File: src/rtl/mips_bus_wait_injector.sv
// mips_bus_wait_injector: Avalon-MM wait-state injector between the CPU master port and a synchronous RAM
module mips_bus_wait_injector #(
  parameter int          READ_WAIT   = 2,
  parameter int          WRITE_WAIT  = 3,
  parameter int          RANDOM_MODE = 0,
  parameter logic [3:0]  RAND_MASK   = 4'hF,
  parameter logic [15:0] LFSR_SEED   = 16'hACE1
) (
  input  logic        clk,
  input  logic        reset,
  input  logic        s_read,
  input  logic        s_write,
  input  logic [31:0] s_address,
  input  logic [3:0]  s_byteenable,
  input  logic [31:0] s_writedata,
  output logic        s_waitrequest,
  output logic [31:0] s_readdata,
  output logic        m_read,
  output logic        m_write,
  output logic [31:0] m_address,
  output logic [3:0]  m_byteenable,
  output logic [31:0] m_writedata,
  input  logic [31:0] m_readdata,
  output logic [31:0] stall_count,
  output logic        protocol_error
);
  if (READ_WAIT < 1) begin : g_bad_read_wait
    $fatal(1, "READ_WAIT must be >= 1");
  end
  if (WRITE_WAIT < 0) begin : g_bad_write_wait
    $fatal(1, "WRITE_WAIT must be >= 0");
  end
  if (LFSR_SEED == 16'h0) begin : g_bad_seed
    $fatal(1, "LFSR_SEED must be nonzero");
  end
  typedef enum logic [1:0] {IDLE, STALL, DONE} state_t;
  state_t      state_q, state_d;
  logic [15:0] cnt_q, cnt_d, lfsr_q, lfsr_d, w;
  logic [31:0] rdata_q, rdata_d, stall_q, stall_d;
  logic        wr_q, wr_d, err_q, err_d;
  logic        req, abort, done;
  assign req = s_read | s_write;
  // A transfer in flight is aborted when the request vanishes or changes kind.
  assign abort = (state_q != IDLE) & (!req | (s_write != wr_q));
  assign w = 16'(s_write ? WRITE_WAIT : READ_WAIT) +
             ((RANDOM_MODE != 0) ? {12'd0, lfsr_q[3:0] & RAND_MASK} : 16'd0);
  assign m_address      = s_address;
  assign m_byteenable   = s_byteenable;
  assign m_writedata    = s_writedata;
  assign stall_count    = stall_q;
  assign protocol_error = err_q;
  always_comb begin
    state_d       = state_q;
    cnt_d         = cnt_q;
    wr_d          = wr_q;
    err_d         = err_q;
    rdata_d       = rdata_q;
    lfsr_d        = lfsr_q;
    s_waitrequest = 1'b0;
    m_read        = 1'b0;
    m_write       = 1'b0;
    s_readdata    = rdata_q;
    done          = 1'b0;
    if (abort) begin
      state_d = IDLE;
      err_d   = 1'b1;
    end else if (state_q == IDLE) begin
      if (req) begin
        wr_d          = s_write;
        err_d         = err_q | (s_read & s_write);
        done          = (w == 16'd0);
        m_write       = done;
        s_waitrequest = !done;
        m_read        = !s_write & (w == 16'd1);
        cnt_d         = w - 16'd1;
        state_d       = done ? IDLE : ((w == 16'd1) ? DONE : STALL);
      end
    end else if (state_q == STALL) begin
      s_waitrequest = 1'b1;
      m_read        = !wr_q & (cnt_q == 16'd1);
      cnt_d         = cnt_q - 16'd1;
      state_d       = (cnt_q == 16'd1) ? DONE : STALL;
    end else begin
      done       = 1'b1;
      m_write    = wr_q;
      s_readdata = wr_q ? rdata_q : m_readdata;
      rdata_d    = s_readdata;
      state_d    = IDLE;
    end
    if (done) lfsr_d = {1'b0, lfsr_q[15:1]} ^ (lfsr_q[0] ? 16'hB400 : 16'h0);
    stall_d = (s_waitrequest && stall_q != '1) ? stall_q + 32'd1 : stall_q;
    // No RAM strobe may escape in the cycle reset is being applied.
    if (reset) begin
      m_read  = 1'b0;
      m_write = 1'b0;
    end
  end
  always_ff @(posedge clk) begin
    if (reset) begin
      state_q <= IDLE;
      cnt_q   <= '0;
      wr_q    <= 1'b0;
      err_q   <= 1'b0;
      rdata_q <= '0;
      lfsr_q  <= LFSR_SEED;
      stall_q <= '0;
    end else begin
      state_q <= state_d;
      cnt_q   <= cnt_d;
      wr_q    <= wr_d;
      err_q   <= err_d;
      rdata_q <= rdata_d;
      lfsr_q  <= lfsr_d;
      stall_q <= stall_d;
    end
  end
endmodule

File: config.mk
export PLATFORM = sky130hd
export DESIGN_NAME = mips_bus_wait_injector
export DESIGN_NICKNAME = d
export VERILOG_FILES = /design/src/rtl/mips_bus_wait_injector.sv
export SDC_FILE = /design/constraint.sdc
export NUM_CORES = 1
export LEC_CHECK = 0
export BUFFER_PORTS_ARGS = -buffer_cell sky130_fd_sc_hd__buf_2
export CAP_MARGIN = 20
export CORE_UTILIZATION = 32
export DETAILED_ROUTE_END_ITERATION = 12
export SLEW_MARGIN = 10
export SYNTH_ARGS = -nofsm -noshare
export SYNTH_HDL_FRONTEND = slang
export SYNTH_SLANG_ARGS = --single-unit
export TNS_END_PERCENT = 50
File: constraint.sdc
create_clock -name clk -period 5.8 [get_ports clk]
set_input_delay 0 -clock clk [delete_from_list [all_inputs] [get_ports clk]]
set_output_delay 0 -clock clk [all_outputs]
set_load 0.1 [all_outputs]
==> flow_summary_export.csv, run 1 <==
group,metric,value,unit
run_status,outcome,"complete, no violations",
synth,async_flop_share,0,%
floorplan,die_area,0.0139,sq mm
placed_design,portBuffers,103,
cts,clock_latency,0.33,ns
synth,synthCells,482,
critical_path,critPathCaptureType,"primary output",
layout,fill_cells,1278,
synth,synthesis.area,0.00430,sq mm
synth,ys_seq_elements,84,
grt,track_usage,12.8,%
synth,synth_edf_count,0,
floorplan,dieHeight,118,microns
timing,hold_violations,0,
routing,drc_errors,0,
floorplan,rows,41,
synth,yosysSeqAreaShare,39.1,%
layout,drive_above_1_share,32.5,%
pwr,powerDensity,301,mW/mm^2
pwr,p_clk_share,42.3,%
floorplan,io-pin-count,240,
critical_path,criticalPathCategory,"flip-flop to primary output",
critical_path,cp-start-kind,"flip-flop",
synth,syn_nets,589,
placed_design,globalplace.congestion,0.745,
cts,cts-resized-gates,0,
flow_run,max_cap_viol_count,0,
routing,num_vias,3365,
timing,maxSlewViolCount,0,
cts,hold_buffers,1,
grt,antenna_found_initial,0,
routing,drt_wl_total,9050,microns
floorplan,die_w,118,microns
timing,max_slew.worst_pin.slew,0.960,ns
critical_path,cpPeakStageDelay,0.55,ns
critical_path,crit_path_frequent_cell,"or4_4",
critical_path,slowest_stage,"or4_4",
synth,synth_cell_types,40,
layout,final_area,0.00479,sq mm
floorplan,fp.coreArea,0.0129,sq mm
cts,cts-root-buf,"clkbuf_16",
critical_path,arrival,3.06,ns
critical_path,required,5.80,ns
cts,cts_buffers,9,
cts,clk_path_buf_depth,2,
timing,finClkSkew,0.00508,ns
pwr,p_int,1070,uW
cts,cts_tree,"yes",
routing,via_per_inst,4.88,
floorplan,start_util,33.4,%
placed_design,dp_hpwl,6330,microns
layout,insertedDiodeCount,0,
cts,cts_sinks,84,
timing,rsz0062_at_grt,"false",
grt,grt_pass1_vias,3080,
timing,max_freq,0.327,GHz
pwr,p_leak,0.00197,uW
grt,grt_pass1_wl,14600,microns
pwr,switching_power,376,uW
layout,nets,619,
timing,min_period_over_period,52.8,%
routing,ant_nets,0,
timing,fin_crit,3.06,ns
pwr,combPwrFrac,14.8,%
timing,slew-limit-headroom,35.5,%
timing,setup-violations-final,0,
placed_design,place_area,0.00446,sq mm
grt,grt_overflow_total,0,
synth,ys.flop_type,"dfxtp_1",
pwr,power_frac_seq,42.8,%
cts,clk_pin_slew,0.06,ns
hold_path,worstHoldPathType,"input pin to primary output",
synth,ys.warnings.count,0,
critical_path,crit_chain,"or4_4, or4_4, or4_4, a311oi_2, nor2b_1, buf_2",
critical_path,path_max_fanout,6,
pwr,p_sw_share,26.1,%
synth,syn_avg_cell_area,8.92,sq um
routing,wl_per_cell,13.1,microns
pwr,vdd_drop_max,0.148,mV
timing,tns,0,ns
layout,synthToLayoutAreaGrowth,11.5,%
cts,htree_levels,3,
grt,grt_max_degree,73,
routing,drtIter0Drc,109,
cts,postCtsSetupRepairBufs,0,
routing,first_pass_iters,4,
==> cell type report <==
| cell class | instances | area [sq um] | area share, % |
|---|---|---|---|
| timing repair buffer | 107 | 548 | 11.4 |
| inverter | 7 | 26.3 | 0.548 |
| multi-input combinational | 303 | 2000 | 41.8 |
| clock buffer | 11 | 243 | 5.07 |
| tap | 172 | 215 | 4.49 |
| clock inverter | 5 | 75.1 | 1.57 |
| sequential | 84 | 1680 | 35.1 |
==> flip-flops by register name, summed over array words and instances (netlist names) <==
signal and cells:
rdata_q 32, stall_count 32, cnt_q 16, state_q 2, protocol_error 1, wr_q 1
==> layout by cell type, fill, tap and decap left out, types with 2 or more instances in the layout <==
| master | synthesis | routed |
|---|---|---|
| clkbuf_16 | 0 | 9 |
| o21ai_0 | 23 | 23 |
| buf_4 | 69 | 3 |
| or4_1 | 9 | 9 |
| nand3b_1 | 2 | 2 |
| or4_4 | 3 | 3 |
| nand3_1 | 11 | 11 |
| xnor2_1 | 10 | 10 |
| dfxtp_1 | 84 | 84 |
| nand2_1 | 20 | 20 |
| ha_1 | 3 | 3 |
| xor2_1 | 3 | 3 |
| nor2b_1 | 34 | 34 |
| nor2_1 | 28 | 27 |
| nor4_1 | 9 | 9 |
| nor3_1 | 8 | 8 |
| nand4_1 | 9 | 9 |
| and3_1 | 4 | 4 |
| or3_2 | 2 | 2 |
| bufinv_16 | 0 | 2 |
| or2_2 | 5 | 5 |
| mux2_2 | 33 | 33 |
| inv_1 | 7 | 7 |
| o31ai_1 | 11 | 11 |
| clkinv_2 | 0 | 3 |
| and4_1 | 3 | 3 |
| a21oi_1 | 33 | 33 |
| mux2i_1 | 4 | 4 |
| buf_2 | 1 | 103 |
| o2111ai_1 | 3 | 3 |
| or3_1 | 22 | 22 |
==> through the flow <==
stage	total power, uW	utilization, %	cells	hold WS (ns)	setup slack, ns
5_1_grt	1510	37.2	689	0.000138	2.56
4_1_cts	1460	37.2	689	0.000681	2.71
2_1_floorplan	1020	-	482	0.186	2.36
3_3_place_gp	838	34.7	672	0.000681	3.10
6_report	1440	37.2	689	0.0000279	2.74
3_5_place_dp	844	34.7	672	0.000681	3.08
==> layer usage <==
| layer | wire length [microns] | vias to the layer above | GRT usage [%] | share of wire [%] |
|---|---|---|---|---|
| met3 | 579 | 39 | 4.41 | 6.4 |
| li1 | - | 1694 | - | - |
| met1 | 4160 | 1538 | 15.3 | 46 |
| met4 | 297 | 0 | 7.69 | 3.3 |
| met5 | 0 | - | 0 | 0 |
| met2 | 4010 | 94 | 19.6 | 44 |
==> Yosys cell counts, types with 11 or more instances <==
cell      count  area [sq um]
nor2_1       28           105
buf_4        69           518
clkbuf_1     18          67.6
nand3_1      11          55.1
dfxtp_1      84          1680
o31ai_1      11          82.6
o21ai_0      23           115
a21oi_1      33           165
mux2_2       33           372
nand2_1      20          75.1
or3_1        22           138
nor2b_1      34           213
==> worst paths after layout <==
path                        from              end  slack [ns]  cells after the start
setup / recovery        cnt_q[7]           m_read        2.74                      6
hold / removal      s_address[9]     m_address[9]     0.00003                      0
setup reg to reg  stall_count[0]  stall_count[23]        3.19                      6
hold reg to reg         cnt_q[3]         cnt_q[3]        0.48                      2
==> power groups by stage <==
stage / logic (uW) / registers, uW / clock network [uW]
6_report: 214 / 618 / 611
5_1_grt: 234 / 622 / 654
4_1_cts: 215 / 618 / 627
3_5_place_dp: 214 / 630 / 0
3_3_place_gp: 210 / 628 / 0
2_1_floorplan: 370 / 654 / 0
==> worst max-delay path: cells and delay by family (launching register included) <==
| kind | cells | cell delay (ns) |
|---|---|---|
| AOI/OAI and AO/OA | 1 | 0.27 |
| buffers and inverters | 1 | 0.43 |
| DFF | 1 | 0.34 |
| and+or+nand+nor | 4 | 1.68 |
==> kinds of logic after synthesis <==
logic type               share of synthesized area [%]
XOR/XNOR                                          2.65
buffers and inverters                             14.4
adder cells (fa/ha/maj)                          0.873
AO/OA/AOI/OAI                                     10.5
flip-flops                                        39.1
multiplexers                                      9.58
AND/OR/NAND/NOR                                   22.9
(Power assumes the default switching activity.)
==> inputs of run 2 (changes only) <==
==> constraint.sdc (replaced) <==
create_clock -name clk -period 3.1 [get_ports clk]
set_input_delay 0 -clock clk [delete_from_list [all_inputs] [get_ports clk]]
set_output_delay 0 -clock clk [all_outputs]
set_load 0.1 [all_outputs]
==> run 2 against run 1 <==
Core utilization decreased by 0.16 points. Critical endpoint unchanged. Register-to-register slack worse by 2.4 ns. Cell area shrank 0.42%. Largest power group unchanged.
==> flow_summary_export.csv, run 2 (synthesis gave the netlist of run 1 again) <==
group,metric,value,unit
timing,max_slew.worst_pin.slew,0.691,ns
cts,clk_pin_slew,0.06,ns
routing,via_per_inst,4.91,
hold_path,worstHoldPathType,"input pin to primary output",
layout,regArea,0.00168,sq mm
grt,grt_pass1_wl,15100,microns
cts,cts_buffers,9,
layout,nets,623,
pwr,vdd_drop_max,0.187,mV
floorplan,dieHeight,118,microns
timing,rsz0062_at_grt,"false",
placed_design,globalplace.congestion,0.743,
cts,htree_levels,3,
routing,ant_nets,0,
placed_design,place_area,0.00448,sq mm
layout,drive_above_1_share,32.6,%
flow_run,max_cap_viol_count,0,
layout,layout_common_cells,"102 x buf_2, 84 x dfxtp_1, 33 x mux2_2, 33 x a21oi_1, 33 x nor2b_1",
routing,drc_errors,0,
critical_path,cp-start-kind,"flip-flop",
placed_design,dp_hpwl,6760,microns
placed_design,portBuffers,103,
floorplan,rows,41,
floorplan,die_area,0.0139,sq mm
critical_path,crit_path_frequent_cell,"or4_4",
critical_path,criticalPathCategory,"flip-flop to primary output",
routing,first_pass_iters,4,
grt,grt_pass1_vias,3303,
timing,maxSlewViolCount,0,
timing,setup-violations-final,0,
critical_path,critPathCaptureType,"primary output",
routing,wl_per_cell,13.4,microns
timing,fin_crit,2.95,ns
routing,num_vias,3396,
routing,drtIter0Drc,95,
floorplan,die_w,118,microns
floorplan,io-pin-count,240,
layout,fill_cells,1307,
layout,final_area,0.00477,sq mm
grt,grt_overflow_total,0,
grt,grt_max_degree,41,
run_status,outcome,"complete, no violations",
routing,drt_wl_total,9280,microns
timing,hold_violations,0,
critical_path,crit_buf_inv,1,
critical_path,required,3.10,ns
cts,cts_sinks,84,
critical_path,path_max_fanout,6,
cts,cts_tree,"yes",
critical_path,critPathTopFamily,"simple AND/OR/NAND/NOR gates",
critical_path,cpPeakStageDelay,0.55,ns
grt,antenna_found_initial,0,
floorplan,start_util,33.4,%
critical_path,arrival,2.95,ns
cts,cts-root-buf,"clkbuf_16",
timing,max_freq,0.339,GHz
floorplan,fp.coreArea,0.0129,sq mm
pwr,powerDensity,528,mW/mm^2
timing,slew-limit-headroom,53.9,%
timing,tns,0,ns
pwr,p_leak,0.00196,uW
timing,finClkSkew,0.00390,ns
layout,insertedDiodeCount,0,
cts,clk_path_buf_depth,2,
critical_path,slowest_stage,"or4_4",
layout,multi_input_area,0.00200,sq mm
cts,clock_latency,0.34,ns
layout,final_common_cell,"buf_2",
critical_path,crit_chain,"or4_4, or4_4, or4_4, a311oi_2, nor2b_2, buf_4",
timing,min_period_over_period,95.0,%
grt,track_usage,13.3,%
layout,synthToLayoutAreaGrowth,11.0,%
-- run 2: cell types whose count changed in the layout (fill, tap and decap cells not counted), sizes merged --
cell / before / now
buf: 106 / 108
dlygate4sd3: 1 / 3
bufinv: 2 / 0
-- run 2: final timing paths --
kind,from,endpoint,slack (ns),depth (start not counted)
min,s_address[21],m_address[21],0.00004,0
max reg2reg,stall_count[0],stall_count[22],0.75,6
max,cnt_q[7],m_read,0.15,6
min reg2reg,protocol_error,protocol_error,0.48,2
-- run 2: per-layer routing --
metal	share of wire, %	global-route usage [%]	vias to the layer above
met2	46	21.2	107
met1	45	15.7	1567
met5	0	0	-
li1	-	-	1694
met3	6.1	3.15	28
met4	3.3	9.38	0
-- run 2: final cells by class --
cell class,count,share of cell area (%)
timing repair buffer,111,12.3
clock inverter,3,0.315
inverter,7,0.551
tap,172,4.51
multi-input combinational,303,42.0
clock buffer,11,5.09
sequential,84,35.2
-- run 2: per-stage QoR --
step | utilization, % | setup slack [ns] | hold WS (ns) | cells | power (uW)
global route | 37.1 | 0.0311 | 0.000138 | 691 | 2650
finish | 37.1 | 0.154 | 0.0000439 | 691 | 2520
CTS | 37.1 | 0.129 | 0.000480 | 691 | 2560
global placement | 34.8 | 0.405 | 0.000681 | 674 | 1570
floorplan | - | 0.0408 | 0.186 | 482 | 1910
detailed placement | 34.8 | 0.379 | 0.000681 | 674 | 1580
-- run 2: what timing repair did --
item,in CTS,in global routing
hold buffers,3,0
buffers inserted,0,0
endpoints found under the hold margin,3,0
endpoints found under the setup margin,1,0
gates resized for setup,1,0
-- run 2: worst reg2reg max path, cell delays in order, from the launching register on --
cell,delay [ns]
dfxtp_1,0.41
ha_1,0.25
nand4_1,0.18
nor4_1,0.48
o211ai_1,0.33
nor3_1,0.24
mux2_2,0.35
-- run 2: power by group --
part	internal, uW	total, uW	switching, uW
sequential	1120	1160	36.7
clock	551	957	407
combinational	157	408	251
total	1830	2520	695
==> inputs of run 3 (changes only) <==
--- a/config.mk
+++ b/config.mk
@@ -9,6 +9,7 @@
 export CAP_MARGIN = 20
 export CORE_UTILIZATION = 32
 export DETAILED_ROUTE_END_ITERATION = 12
+export PLACE_DENSITY_LB_ADDON = 0.2
 export SLEW_MARGIN = 10
 export SYNTH_ARGS = -nofsm -noshare
 export SYNTH_HDL_FRONTEND = slang
==> run 3 against run 2 <==
Power is 2.5% higher. Global-route usage is 0.34 points higher. Die area is the same. Via count shrank 0.12%. Non-clock buffer count down 3. Sequential share of layout area is 0.055 points lower. Clock skew rose by 0.0045 ns. Core utilization up 0.058 points. Register-to-register slack worse by 0.08 ns. Critical path depth unchanged. Combinational power shrank 2%. Critical endpoint unchanged.
==> flow_summary_export.csv, run 3 (synthesis gave the netlist of run 1 again) <==
group,metric,value,unit
timing,max_slew.worst_pin.slew,0.682,ns
timing,max_freq,0.338,GHz
layout,synthToLayoutAreaGrowth,11.2,%
grt,grt_pass1_wl,15500,microns
floorplan,fp.coreArea,0.0129,sq mm
timing,slew-limit-headroom,54.5,%
placed_design,portBuffers,103,
cts,cts-root-buf,"clkbuf_16",
pwr,vdd_drop_max,0.246,mV
cts,htree_levels,3,
timing,whs,0.0000279,ns
timing,maxSlewViolCount,0,
routing,first_pass_iters,4,
placed_design,globalplace.congestion,0.720,
cts,postCtsSetupRepairBufs,0,
grt,track_usage,13.6,%
floorplan,start_util,33.4,%
pwr,p_leak,0.00195,uW
grt,antenna_found_initial,0,
timing,rsz0062_at_grt,"false",
grt,grt_max_degree,61,
timing,tns,0,ns
routing,ant_nets,0,
cts,cts_sinks,84,
layout,final_common_cell,"buf_2",
layout,nets,620,
timing,finClkSkew,0.00843,ns
routing,wl_per_cell,13.5,microns
layout,regArea,0.00168,sq mm
cts,clk_pin_slew,0.06,ns
critical_path,cp-start-kind,"flip-flop",
routing,via_per_inst,4.94,
layout,fill_cells,1317,
critical_path,arrival,2.96,ns
cts,clk_path_buf_depth,2,
floorplan,die_area,0.0139,sq mm
timing,setup-violations-final,0,
cts,clock_latency,0.33,ns
timing,fin_crit,2.96,ns
layout,final_core_util,37.1,%
timing,hold_violations,0,
cts,cts_buffers,9,
grt,grt_overflow_total,0,
cts,cts_tree,"yes",
placed_design,place_ws,0.338,ns
floorplan,die_w,118,microns
timing,setup_slack,0.141,ns
pwr,powerDensity,541,mW/mm^2
floorplan,rows,41,
routing,drt_wl_total,9310,microns
critical_path,path_max_fanout,6,
run_status,outcome,"complete, no violations",
timing,min_period_over_period,95.5,%
hold_path,worstHoldPathType,"input pin to primary output",
grt,grt_pass1_vias,3204,
routing,drc_errors,0,
placed_design,dp_hpwl,6760,microns
layout,drive_above_1_share,32.4,%
routing,drtIter0Drc,131,
layout,insertedDiodeCount,0,
floorplan,io-pin-count,240,
flow_run,max_cap_viol_count,0,
critical_path,critPathCaptureType,"primary output",
layout,multi_input_area,0.00200,sq mm
floorplan,dieHeight,118,microns
critical_path,criticalPathCategory,"flip-flop to primary output",
routing,num_vias,3392,
layout,layout_common_cells,"102 x buf_2, 84 x dfxtp_1, 33 x mux2_2, 33 x a21oi_1, 33 x nor2b_1",
critical_path,required,3.10,ns
-- run 3: changes by cell type in the layout (fill, tap and decap cells not counted) --
cell / delta
dlygate4sd3_1: -2
bufinv_16: +1
buf_4: -2
clkinvlp_4: +1
buf_12: +1
clkinv_2: -3
-- run 3: layout make-up --
| type | instances | area share [%] |
|---|---|---|
| clock inverters | 2 | 0.786 |
| flip-flops and latches | 84 | 35.2 |
| repair buffers | 108 | 11.9 |
| clock buffers | 11 | 5.08 |
| well taps | 172 | 4.50 |
| multi-input cells | 303 | 41.9 |
| inverters | 7 | 0.550 |
-- run 3: critical path: stages, from the launching register on --
cell and delay [ns]:
dfxtp_1 0.35, or4_4 0.56, or4_4 0.44, or4_4 0.54
a311oi_2 0.26, nor2b_2 0.18, buf_4 0.29
-- run 3: per-stage QoR --
stage	std cells	total power, uW	cell area (sq um)
3_5_place_dp	673	1580	4490
6_report	687	2590	4780
5_1_grt	687	2730	4780
4_1_cts	687	2620	4780
2_1_floorplan	482	1910	4300
3_3_place_gp	673	1570	4490
-- run 3: per-layer routing --
layer / up-vias / GRT usage (%) / routed length (microns)
li1: 1688 / - / -
met1: 1555 / 17.0 / 4140
met2: 101 / 20.7 / 4140
met3: 48 / 4.12 / 695
met4: 0 / 8.09 / 331
met5: - / 0 / 0
-- run 3: worst paths after layout --
check	from	end	slack, ns	depth (start not counted)
setup / recovery	cnt_q[7]	m_read	0.14	6
hold / removal	s_writedata[27]	m_writedata[27]	0.00003	0
hold reg to reg	cnt_q[3]	cnt_q[3]	0.48	2
setup reg to reg	stall_count[0]	stall_count[22]	0.67	6
-- run 3: power by group --
part | internal, uW | switching (uW)
clock network | 633 | 396
logic | 153 | 248
registers | 1120 | 37.5
-- run 3: what timing repair did --
action,CTS,global route
hold buffers,1,0
setup endpoints to repair,1,0
hold endpoints to repair,1,0
gates resized for setup,1,0
